**config.mk**
```make
export PLATFORM = sky130hd
export DESIGN_NAME = vga_timing_rx_flat
export DESIGN_NICKNAME = d
export VERILOG_FILES = /design/src/rtl/video_timing_pkg.sv /design/src/rtl/vga_timing_rx_if.sv /design/src/rtl/vga_period_meter.sv /design/src/rtl/vga_timing_rx.sv /design/src/flat_wrapper.sv
export SDC_FILE = /design/constraint.sdc
export NUM_CORES = 1
export LEC_CHECK = 0
export CORE_MARGIN = 5
export CORE_UTILIZATION = 45
export CTS_BUF_LIST = sky130_fd_sc_hd__clkbuf_4 sky130_fd_sc_hd__clkbuf_8 sky130_fd_sc_hd__clkbuf_16
export CTS_CLUSTER_SIZE = 30
export DETAILED_ROUTE_END_ITERATION = 6
export PLACE_DENSITY = 0.73
export SLEW_MARGIN = 20
export SYNTH_ARGS = -nofsm -noshare
export SYNTH_HDL_FRONTEND = slang
export SYNTH_SLANG_ARGS = --single-unit
```
**constraint.sdc**
```tcl
create_clock -name clk -period 18.71 [get_ports clk]
set_input_delay 5.613 -clock clk [delete_from_list [all_inputs] [get_ports clk]]
set_output_delay 5.613 -clock clk [all_outputs]
set_load 0.01 [all_outputs]
```
**src/rtl/video_timing_pkg.sv**
```systemverilog
// Shared VGA timing constants, receiver FSM state type and a saturating counter helper.
// Used by the vga_timing_rx receiver and its vga_period_meter sub-blocks.
package video_timing_pkg;

    localparam int CW          = 11;
    localparam int H_RES       = 1024;
    localparam int V_RES       = 768;
    localparam int H_ACT_OFS   = 296;
    localparam int V_ACT_OFS   = 35;
    localparam int LOCK_FRAMES = 2;
    localparam int H_TOTAL     = 1344;
    localparam int H_SYNC      = 136;
    localparam int V_TOTAL     = 806;
    localparam int V_SYNC      = 6;

    localparam logic [CW-1:0] CNT_MAX = '1;

    typedef enum logic [1:0] {
        SEARCH  = 2'd0,
        MEASURE = 2'd1,
        LOCKED  = 2'd2
    } rx_state_t;

    function automatic logic [CW-1:0] sat_inc(input logic [CW-1:0] v);
        return (v == CNT_MAX) ? v : v + CW'(1);
    endfunction

endpackage

```
**src/rtl/vga_timing_rx_if.sv**
```systemverilog
// VGA pixel bus into the receiver plus its measurement/capture outputs.
// master = video source / observer, slave = vga_timing_rx.
interface vga_timing_rx_if;
    import video_timing_pkg::*;

    logic          Hsync;
    logic          Vsync;
    logic [7:0]    R;
    logic [7:0]    G;
    logic [7:0]    B;
    logic          locked;
    logic [CW-1:0] h_total;
    logic [CW-1:0] v_total;
    logic [CW-1:0] h_sync_w;
    logic [CW-1:0] v_sync_w;
    logic          pix_valid;
    logic [CW-1:0] pix_x;
    logic [CW-1:0] pix_y;
    logic [23:0]   pix_rgb;
    logic          frame_done;
    logic [31:0]   frame_sum;
    logic [7:0]    err_cnt;

    modport master (
        output Hsync, Vsync, R, G, B,
        input  locked, h_total, v_total, h_sync_w, v_sync_w,
        input  pix_valid, pix_x, pix_y, pix_rgb, frame_done, frame_sum, err_cnt
    );

    modport slave (
        input  Hsync, Vsync, R, G, B,
        output locked, h_total, v_total, h_sync_w, v_sync_w,
        output pix_valid, pix_x, pix_y, pix_rgb, frame_done, frame_sum, err_cnt
    );

endinterface

```
**src/rtl/vga_period_meter.sv**
```systemverilog
// Sync-edge detector with period and low-width counters, counting i_tick events.
// Start = first tick at/after a falling edge of i_level; for H the tick is every clock.
module vga_period_meter
    import video_timing_pkg::*;
(
    input  logic          clk,
    input  logic          rst,
    input  logic          i_tick,
    input  logic          i_level,
    output logic          o_start,
    output logic [CW-1:0] o_cnt,
    output logic [CW-1:0] o_period,
    output logic [CW-1:0] o_low_w
);

    logic          r_level_q;
    logic          r_pend;
    logic [CW-1:0] r_cnt;
    logic [CW-1:0] r_low;
    logic [CW-1:0] r_period;
    logic [CW-1:0] r_low_w;
    logic          w_fall;
    logic          w_rise;

    assign w_fall   = r_level_q & ~i_level;
    assign w_rise   = ~r_level_q & i_level;
    assign o_start  = i_tick & (r_pend | w_fall);
    assign o_cnt    = r_cnt;
    assign o_period = r_period;
    assign o_low_w  = r_low_w;

    always_ff @(posedge clk or posedge rst) begin
        if (rst) begin
            r_level_q <= 1'b1;
            r_pend    <= 1'b0;
            r_cnt     <= '0;
            r_low     <= '0;
            r_period  <= '0;
            r_low_w   <= '0;
        end else begin
            r_level_q <= i_level;
            if (o_start)
                r_pend <= 1'b0;
            else if (w_fall)
                r_pend <= 1'b1;
            if (o_start) begin
                r_cnt    <= '0;
                r_period <= sat_inc(r_cnt);
            end else if (i_tick) begin
                r_cnt <= sat_inc(r_cnt);
            end
            if (w_rise) begin
                r_low_w <= r_low;
                r_low   <= '0;
            end else if (i_tick && !i_level) begin
                r_low <= sat_inc(r_low);
            end
        end
    end

endmodule

```
**src/rtl/vga_timing_rx.sv**
```systemverilog
// VGA sink: measures line/frame timing, locks on a stable mode, recovers pixel coordinates.
// Define VGA_RX_CHECKSUM_EN to build the per-frame R+G+B checksum; otherwise frame_sum is 0.
module vga_timing_rx
    import video_timing_pkg::*;
#(
    parameter int P_H_RES       = H_RES,
    parameter int P_V_RES       = V_RES,
    parameter int P_H_ACT_OFS   = H_ACT_OFS,
    parameter int P_V_ACT_OFS   = V_ACT_OFS,
    parameter int P_LOCK_FRAMES = LOCK_FRAMES
)
(
    input  logic           clk,
    input  logic           reset,
    vga_timing_rx_if.slave vif
);

    localparam logic [CW-1:0] L_H_LO      = CW'(P_H_ACT_OFS);
    localparam logic [CW-1:0] L_H_HI      = CW'(P_H_ACT_OFS + P_H_RES);
    localparam logic [CW-1:0] L_V_LO      = CW'(P_V_ACT_OFS);
    localparam logic [CW-1:0] L_V_HI      = CW'(P_V_ACT_OFS + P_V_RES);
    localparam logic [7:0]    L_MATCH_TGT = 8'(P_LOCK_FRAMES - 1);

    logic          r_hs;
    logic          r_vs;
    logic [23:0]   r_rgb;
    logic          w_line_start;
    logic          w_frame_start;
    logic [CW-1:0] w_hcnt;
    logic [CW-1:0] w_vcnt;
    logic [CW-1:0] w_h_new;
    logic [CW-1:0] w_v_new;
    logic          w_timeout;
    logic          w_same;

    always_ff @(posedge clk or posedge reset) begin
        if (reset) begin
            r_hs  <= 1'b1;
            r_vs  <= 1'b1;
            r_rgb <= '0;
        end else begin
            r_hs  <= vif.Hsync;
            r_vs  <= vif.Vsync;
            r_rgb <= {vif.R, vif.G, vif.B};
        end
    end

    vga_period_meter u_hmeter (
        .clk      (clk),
        .rst      (reset),
        .i_tick   (1'b1),
        .i_level  (r_hs),
        .o_start  (w_line_start),
        .o_cnt    (w_hcnt),
        .o_period (vif.h_total),
        .o_low_w  (vif.h_sync_w)
    );

    vga_period_meter u_vmeter (
        .clk      (clk),
        .rst      (reset),
        .i_tick   (w_line_start),
        .i_level  (r_vs),
        .o_start  (w_frame_start),
        .o_cnt    (w_vcnt),
        .o_period (vif.v_total),
        .o_low_w  (vif.v_sync_w)
    );

    // Lengths that the meters are about to latch, used for same-cycle comparison.
    assign w_h_new   = sat_inc(w_hcnt);
    assign w_v_new   = sat_inc(w_vcnt);
    assign w_timeout = (w_hcnt == CNT_MAX);

    rx_state_t     r_state;
    rx_state_t     w_state_nxt;
    logic [7:0]    r_match;
    logic [CW-1:0] r_ref_h;
    logic [CW-1:0] r_ref_v;
    logic [7:0]    r_err;
    logic          w_lose;
    logic          w_valid;
    logic          w_frame_done;

    assign w_same = (w_h_new == r_ref_h) && (w_v_new == r_ref_v);

    always_comb begin
        w_state_nxt = r_state;
        w_lose      = 1'b0;
        if (w_timeout) begin
            w_state_nxt = SEARCH;
        end else begin
            case (r_state)
                SEARCH:
                    if (w_frame_start) w_state_nxt = MEASURE;
                MEASURE:
                    if (w_frame_start && w_same && (r_match + 8'd1) >= L_MATCH_TGT)
                        w_state_nxt = LOCKED;
                LOCKED:
                    if ((w_line_start && w_h_new != r_ref_h) ||
                        (w_frame_start && w_v_new != r_ref_v)) begin
                        w_state_nxt = SEARCH;
                        w_lose      = 1'b1;
                    end
                default:
                    w_state_nxt = SEARCH;
            endcase
        end
    end

    always_ff @(posedge clk or posedge reset) begin
        if (reset) begin
            r_state <= SEARCH;
            r_match <= '0;
            r_ref_h <= '0;
            r_ref_v <= '0;
            r_err   <= '0;
        end else begin
            r_state <= w_state_nxt;
            // References freeze while locked and become the lock criteria.
            if (!w_timeout && w_frame_start && r_state != LOCKED) begin
                r_ref_h <= w_h_new;
                r_ref_v <= w_v_new;
                r_match <= (r_state == MEASURE && w_same) ? r_match + 8'd1 : 8'd0;
            end
            if (w_lose && r_err != 8'hFF)
                r_err <= r_err + 8'd1;
        end
    end

    assign w_valid = (r_state == LOCKED) && (w_state_nxt == LOCKED) &&
                     (w_hcnt >= L_H_LO) && (w_hcnt < L_H_HI) &&
                     (w_vcnt >= L_V_LO) && (w_vcnt < L_V_HI);
    assign w_frame_done = (r_state == LOCKED) && (w_state_nxt == LOCKED) && w_frame_start;

    logic          r_pix_valid;
    logic [CW-1:0] r_pix_x;
    logic [CW-1:0] r_pix_y;
    logic [23:0]   r_pix_rgb;
    logic          r_frame_done;

    always_ff @(posedge clk or posedge reset) begin
        if (reset) begin
            r_pix_valid  <= 1'b0;
            r_pix_x      <= '0;
            r_pix_y      <= '0;
            r_pix_rgb    <= '0;
            r_frame_done <= 1'b0;
        end else begin
            r_pix_valid  <= w_valid;
            r_pix_x      <= w_valid ? w_hcnt - L_H_LO : '0;
            r_pix_y      <= w_valid ? w_vcnt - L_V_LO : '0;
            r_pix_rgb    <= w_valid ? r_rgb : '0;
            r_frame_done <= w_frame_done;
        end
    end

`ifdef VGA_RX_CHECKSUM_EN
    logic [31:0] r_acc;
    logic [31:0] r_sum;

    always_ff @(posedge clk or posedge reset) begin
        if (reset) begin
            r_acc <= '0;
            r_sum <= '0;
        end else if (w_frame_done) begin
            r_sum <= r_acc;
            r_acc <= '0;
        end else if (w_valid) begin
            r_acc <= r_acc + 32'(r_rgb[23:16]) + 32'(r_rgb[15:8]) + 32'(r_rgb[7:0]);
        end else if (w_state_nxt != LOCKED) begin
            r_acc <= '0;
        end
    end

    assign vif.frame_sum = r_sum;
`else
    assign vif.frame_sum = '0;
`endif

    assign vif.locked     = (r_state == LOCKED);
    assign vif.pix_valid  = r_pix_valid;
    assign vif.pix_x      = r_pix_x;
    assign vif.pix_y      = r_pix_y;
    assign vif.pix_rgb    = r_pix_rgb;
    assign vif.frame_done = r_frame_done;
    assign vif.err_cnt    = r_err;

endmodule

```
**src/flat_wrapper.sv**
```systemverilog
// flat-port wrapper written by rule: the top's interface ports become plain ports
module vga_timing_rx_flat import video_timing_pkg::*;
#(
    parameter int P_H_RES       = H_RES,
    parameter int P_V_RES       = V_RES,
    parameter int P_H_ACT_OFS   = H_ACT_OFS,
    parameter int P_V_ACT_OFS   = V_ACT_OFS,
    parameter int P_LOCK_FRAMES = LOCK_FRAMES
)
  (clk, reset, vif_Hsync, vif_Vsync, vif_R, vif_G, vif_B, vif_locked, vif_h_total, vif_v_total, vif_h_sync_w, vif_v_sync_w, vif_pix_valid, vif_pix_x, vif_pix_y, vif_pix_rgb, vif_frame_done, vif_frame_sum, vif_err_cnt);
  vga_timing_rx_if vif_i ();
  input  logic clk;
  input  logic reset;
  input wire logic [$bits(vif_i.Hsync)-1:0] vif_Hsync;
  input wire logic [$bits(vif_i.Vsync)-1:0] vif_Vsync;
  input wire logic [$bits(vif_i.R)-1:0] vif_R;
  input wire logic [$bits(vif_i.G)-1:0] vif_G;
  input wire logic [$bits(vif_i.B)-1:0] vif_B;
  output wire logic [$bits(vif_i.locked)-1:0] vif_locked;
  output wire logic [$bits(vif_i.h_total)-1:0] vif_h_total;
  output wire logic [$bits(vif_i.v_total)-1:0] vif_v_total;
  output wire logic [$bits(vif_i.h_sync_w)-1:0] vif_h_sync_w;
  output wire logic [$bits(vif_i.v_sync_w)-1:0] vif_v_sync_w;
  output wire logic [$bits(vif_i.pix_valid)-1:0] vif_pix_valid;
  output wire logic [$bits(vif_i.pix_x)-1:0] vif_pix_x;
  output wire logic [$bits(vif_i.pix_y)-1:0] vif_pix_y;
  output wire logic [$bits(vif_i.pix_rgb)-1:0] vif_pix_rgb;
  output wire logic [$bits(vif_i.frame_done)-1:0] vif_frame_done;
  output wire logic [$bits(vif_i.frame_sum)-1:0] vif_frame_sum;
  output wire logic [$bits(vif_i.err_cnt)-1:0] vif_err_cnt;
  assign vif_i.Hsync = vif_Hsync;
  assign vif_i.Vsync = vif_Vsync;
  assign vif_i.R = vif_R;
  assign vif_i.G = vif_G;
  assign vif_i.B = vif_B;
  assign vif_locked = vif_i.locked;
  assign vif_h_total = vif_i.h_total;
  assign vif_v_total = vif_i.v_total;
  assign vif_h_sync_w = vif_i.h_sync_w;
  assign vif_v_sync_w = vif_i.v_sync_w;
  assign vif_pix_valid = vif_i.pix_valid;
  assign vif_pix_x = vif_i.pix_x;
  assign vif_pix_y = vif_i.pix_y;
  assign vif_pix_rgb = vif_i.pix_rgb;
  assign vif_frame_done = vif_i.frame_done;
  assign vif_frame_sum = vif_i.frame_sum;
  assign vif_err_cnt = vif_i.err_cnt;
  vga_timing_rx #(.P_H_RES(P_H_RES), .P_V_RES(P_V_RES), .P_H_ACT_OFS(P_H_ACT_OFS), .P_V_ACT_OFS(P_V_ACT_OFS), .P_LOCK_FRAMES(P_LOCK_FRAMES)) u_core (.clk(clk), .reset(reset), .vif(vif_i));
endmodule
```
==> results.md <==
- The flow ran to the end, and the final reports show no timing, DRC or antenna violations.
- The number of gates resized after CTS was 0.
- The tool flagged a number of max-cap violations equal to 0.
- At the pin with the least slew margin, the transition time is 0.9295 ns.
- The count of flip-flops with a built-in enable after synthesis is 0.
- The floorplan step defined a die boundary enclosing roughly 0.025 mm^2.
- The via count of the first global-routing pass is a little under 8000.
- The final-report setup violation count is 0.
- The tree is rooted in a sky130_fd_sc_hd__clkbuf_16.
- The largest net degree at the start of global routing is about 130.
- The net count of the finished layout is approximately 1200.
- The number of detailed-routing iterations run before antenna repair is 5.
- The first routing iteration left 600 violations.
- Clock tree synthesis found a total of between 200 and 250 sinks.
- No sink is reached through more buffers than the 3 on the longest clock path.
- The type of the worst setup path is reg -> out.
- The tightest min-delay check is of the reg -> reg type.
- For this block, the routed nets add up to between 20000 and 25000 um of wire.
- The power per cell area is roughly 91 mW/mm^2.
- At the later pin of the worst-skew pair, clock insertion delay measures approximately 0.5 ns.
- The I/O pin total is between 150 and 200.
- Derived from the worst setup path, the maximum achievable clock frequency is between 0.1 and 0.15 GHz.
- Clock tree synthesis inserted a total of 23 buffers.
- The element type at the critical path end is an output port.
- The count of antenna diodes in the layout is 0.
- The half-perimeter wire length after detailed placement is about 17000 um.
- The setup slack of the worst register-to-register path is between 10 and 15 ns.
- The final design instance area without fill is approximately 0.012 mm^2.
- The standard cell area after detailed placement is 0.01128 mm^2.
- The worst-case IR drop observed on VDD is between 0.05 and 0.06 mV.
- The fraction of final layout cells with drive strength greater than 1 is between 6 and 7%.
- The first global-routing pass estimated slightly above 40000 um of wire.
- Registers take a little over 0.005 mm^2.
- The total overflow left after global routing is 0.
- The aggregate negative setup slack is 0 ns.
- The floorplan has 54 rows.
- The synthesized design spends more area on one cell type than any other, namely sky130_fd_sc_hd__dfrtp_1.
- The core area is between 0.02 and 0.025 mm^2.
- In this design, the stage delay of the slowest critical-path cell is around 0.55 ns.
- The cell count after synthesis came out at ~1100.
- The wire length per cell is 16.78 um.
- By area the synthesized netlist is led by sky130_fd_sc_hd__dfrtp_1, sky130_fd_sc_hd__nand2_1, sky130_fd_sc_hd__nor2_1.
- Once the floorplan was initialized, standard cells occupied a little under half of the core.
- Input and output buffers added on the ports amount to 128.
- In the routed design, unresolved DRC markers number 0.
- The distinct cell type count of the synthesized netlist is between 70 and 80.
- The flip-flop cell with the highest count after synthesis is sky130_fd_sc_hd__dfrtp_1.
- The height of the chip is between 150 and 200 um.
- The area growth from synthesis to layout is 21.26%.
- The overall routing resource usage is approximately a fifth.
- The total vias in the final route is between 7000 and 8000.
- The time the final worst path needs with I/O delays and setup is around 7.4 ns.
- Dividing the detail-routed via count by the number of cells gives about 5.4.
- In this run the post-CTS setup repair buffer count came out at 0.
- The headroom to the max-slew limit is 37.66%.
- The number of H-tree levels is 1.
- The area taken by multi-input logic gates is approximately 0.0043 mm^2.
- The core utilization of the finished layout is between 50 and 60%.
- For this design, the slowest cell found on the critical path is sky130_fd_sc_hd__clkdlybuf4s50_1.
- Summed over all cells, the static leakage comes to roughly 5.5 nW.
- The critical path goes through nand2b_1 > inv_1 > clkdlybuf4s50_1.
- In the finished design, the share of the clock period the worst path needs comes to roughly two fifths.
- Of all flip-flops after synthesis, the portion carrying an async set or reset was 100.0%.
- The width of the die is roughly 160 um.
- The fraction of post-synthesis cell area in the top cell type by area is between 50% and 60%.
- The mean area per synthesized cell is 9.333 um^2.
- The fraction of the yosys area taken by sequential cells is between 50% and 60%.
- The number of nets still failing antenna checks after routing is 0.
- The final number of hold-violating endpoints was 0.
- TritonCTS built the clock tree.
- STA classifies the critical path startpoint as a flip-flop.
- The number of antenna violations at the first check in global routing came to 0.
- The layout has 1961 filler cells.
- For this design, the CTS-stage hold fixing added 0 buffers.
- The post-route total power is 1.105 mW.
- Setup repair after global routing left no endpoint under its margin.
- The final-report max-slew violation count is 0.
- Routability-driven placement finished with a final weighted congestion of 0.8848.
- On the final layout, the worst clock skew is 0.009775 ns.
- STA puts the critical path data arrival time at 1.81 ns.
- The number of warning messages in the yosys log is 0.
- After clock tree synthesis, the clock-pin slew on the worst setup and hold paths is ~0.060 ns.
- The netlist area before placement is approximately 0.01 mm^2.
- In this run, synthesis produced a sequential element count of approximately 210.
- The largest driver fanout on the critical path is 4.
- The required time of the critical path is 13.10 ns.
==> Yosys cell counts, drive strengths merged, types with 8 or more instances <==
master  instances
nor2          117
nand2b          8
nor3           21
nand2         159
xor2           27
a21oi          50
and3            8
nand3          35
a211oi          8
ha             12
xnor2          27
nor4           19
inv            49
a31oi          11
dfrtp         202
or3            10
clkbuf         32
o21ai          83
nand4          25
buf            58
and2            8
==> logic make-up after synthesis <==
logic type	share of synthesized area (%)
compound gates	13.11
other cells	0.03755
xor+xnor	4.736
buf+inv	7.067
mux	0.7643
simple gates	21.11
fa+ha+maj	1.504
flops	51.67
==> path summary, 6_finish.rpt <==
| path | from | to | depth (start not counted) |
|---|---|---|---|
| max | u_core.r_state[0]$_DFF_PP0_ | vif_locked | 3 |
| min | u_core.r_hs$_DFF_PP1_ | u_core.u_hmeter.r_level_q$_DFF_PP1_ | 0 |
| max reg2reg | u_core.u_vmeter.o_cnt[0]$_DFFE_PP0P_ | u_core.vif.pix_y[5]$_DFF_PP0_ | 10 |
| min reg2reg | u_core.r_hs$_DFF_PP1_ | u_core.u_hmeter.r_level_q$_DFF_PP1_ | 0 |
| max in group asynchronous | reset | u_core.u_hmeter.r_low[1]$_DFFE_PP0P_ | 4 |
| min in group asynchronous | reset | u_core.r_rgb[14]$_DFF_PP0_ | 2 |
==> power breakdown <==
| group | internal [mW] | total (mW) | switching [mW] | leakage, nW |
|---|---|---|---|---|
| combinational | 0.0590 | 0.138 | 0.0789 | 2.32 |
| clock | 0.287 | 0.467 | 0.181 | 0.392 |
| sequential | 0.471 | 0.500 | 0.0287 | 2.76 |
==> worst max-delay path, delay by kind of cell (launching register included) <==
| family | cells | cell delay (ns) |
|---|---|---|
| buffers and inverters | 2 | 0.69 |
| DFF | 1 | 0.41 |
| and+or+nand+nor | 1 | 0.22 |
==> area by class of cell <==
class	count	share of cell area, %
Clock inverter	12	1.250
Multi-Input combinational cell	757	35.15
Sequential cell	206	42.61
Clock buffer	29	5.332
Timing Repair Buffer	135	11.18
Inverter	49	1.581
Tap cell	280	2.893
==> per-stage QoR <==
| stage | setup slack, ns | hold slack (ns) | instances |
|---|---|---|---|
| after global routing | 11.23 | 0.3891 | 1468 |
| after global placement | 10.86 | 0.3762 | 1426 |
| after detailed placement | 10.82 | 0.3753 | 1426 |
| after CTS | 11.26 | 0.3852 | 1467 |
| final | 11.29 | 0.3826 | 1468 |
| after floorplan | 7.479 | 0.3673 | 1102 |
==> layer usage <==
layer  wire length, um  vias up  global-route usage, %
met1             10820     3809                  26.95
met4               675        0                  5.428
met5                 0        -                      0
met2             11540      273                  31.33
met3              1597       45                  3.365
li1                  -     3817                      -
==> placed cells by master (no fill, tap or decap), types with 6 or more instances in the layout <==
master and instances:
sky130_fd_sc_hd__o211ai_1 6, sky130_fd_sc_hd__a21oi_1 49, sky130_fd_sc_hd__nor4_1 19, sky130_fd_sc_hd__a211oi_1 7
sky130_fd_sc_hd__and4_1 6, sky130_fd_sc_hd__dfrtp_1 202, sky130_fd_sc_hd__clkdlybuf4s50_1 128, sky130_fd_sc_hd__nand4_1 22
sky130_fd_sc_hd__nor2b_1 7, sky130_fd_sc_hd__nor3_1 19, sky130_fd_sc_hd__clkbuf_16 23, sky130_fd_sc_hd__xor2_1 27
sky130_fd_sc_hd__or3_1 10, sky130_fd_sc_hd__and3_1 8, sky130_fd_sc_hd__nand3_1 31, sky130_fd_sc_hd__a31oi_1 11
sky130_fd_sc_hd__buf_4 6, sky130_fd_sc_hd__nand2b_1 8, sky130_fd_sc_hd__o31ai_1 6, sky130_fd_sc_hd__and2_1 7
sky130_fd_sc_hd__ha_1 12, sky130_fd_sc_hd__o21ai_0 81, sky130_fd_sc_hd__nor2_1 116, sky130_fd_sc_hd__nand2_1 159
sky130_fd_sc_hd__a211o_1 6, sky130_fd_sc_hd__inv_1 46, sky130_fd_sc_hd__conb_1 33, sky130_fd_sc_hd__xnor2_1 27
(Power assumes the default switching activity.)
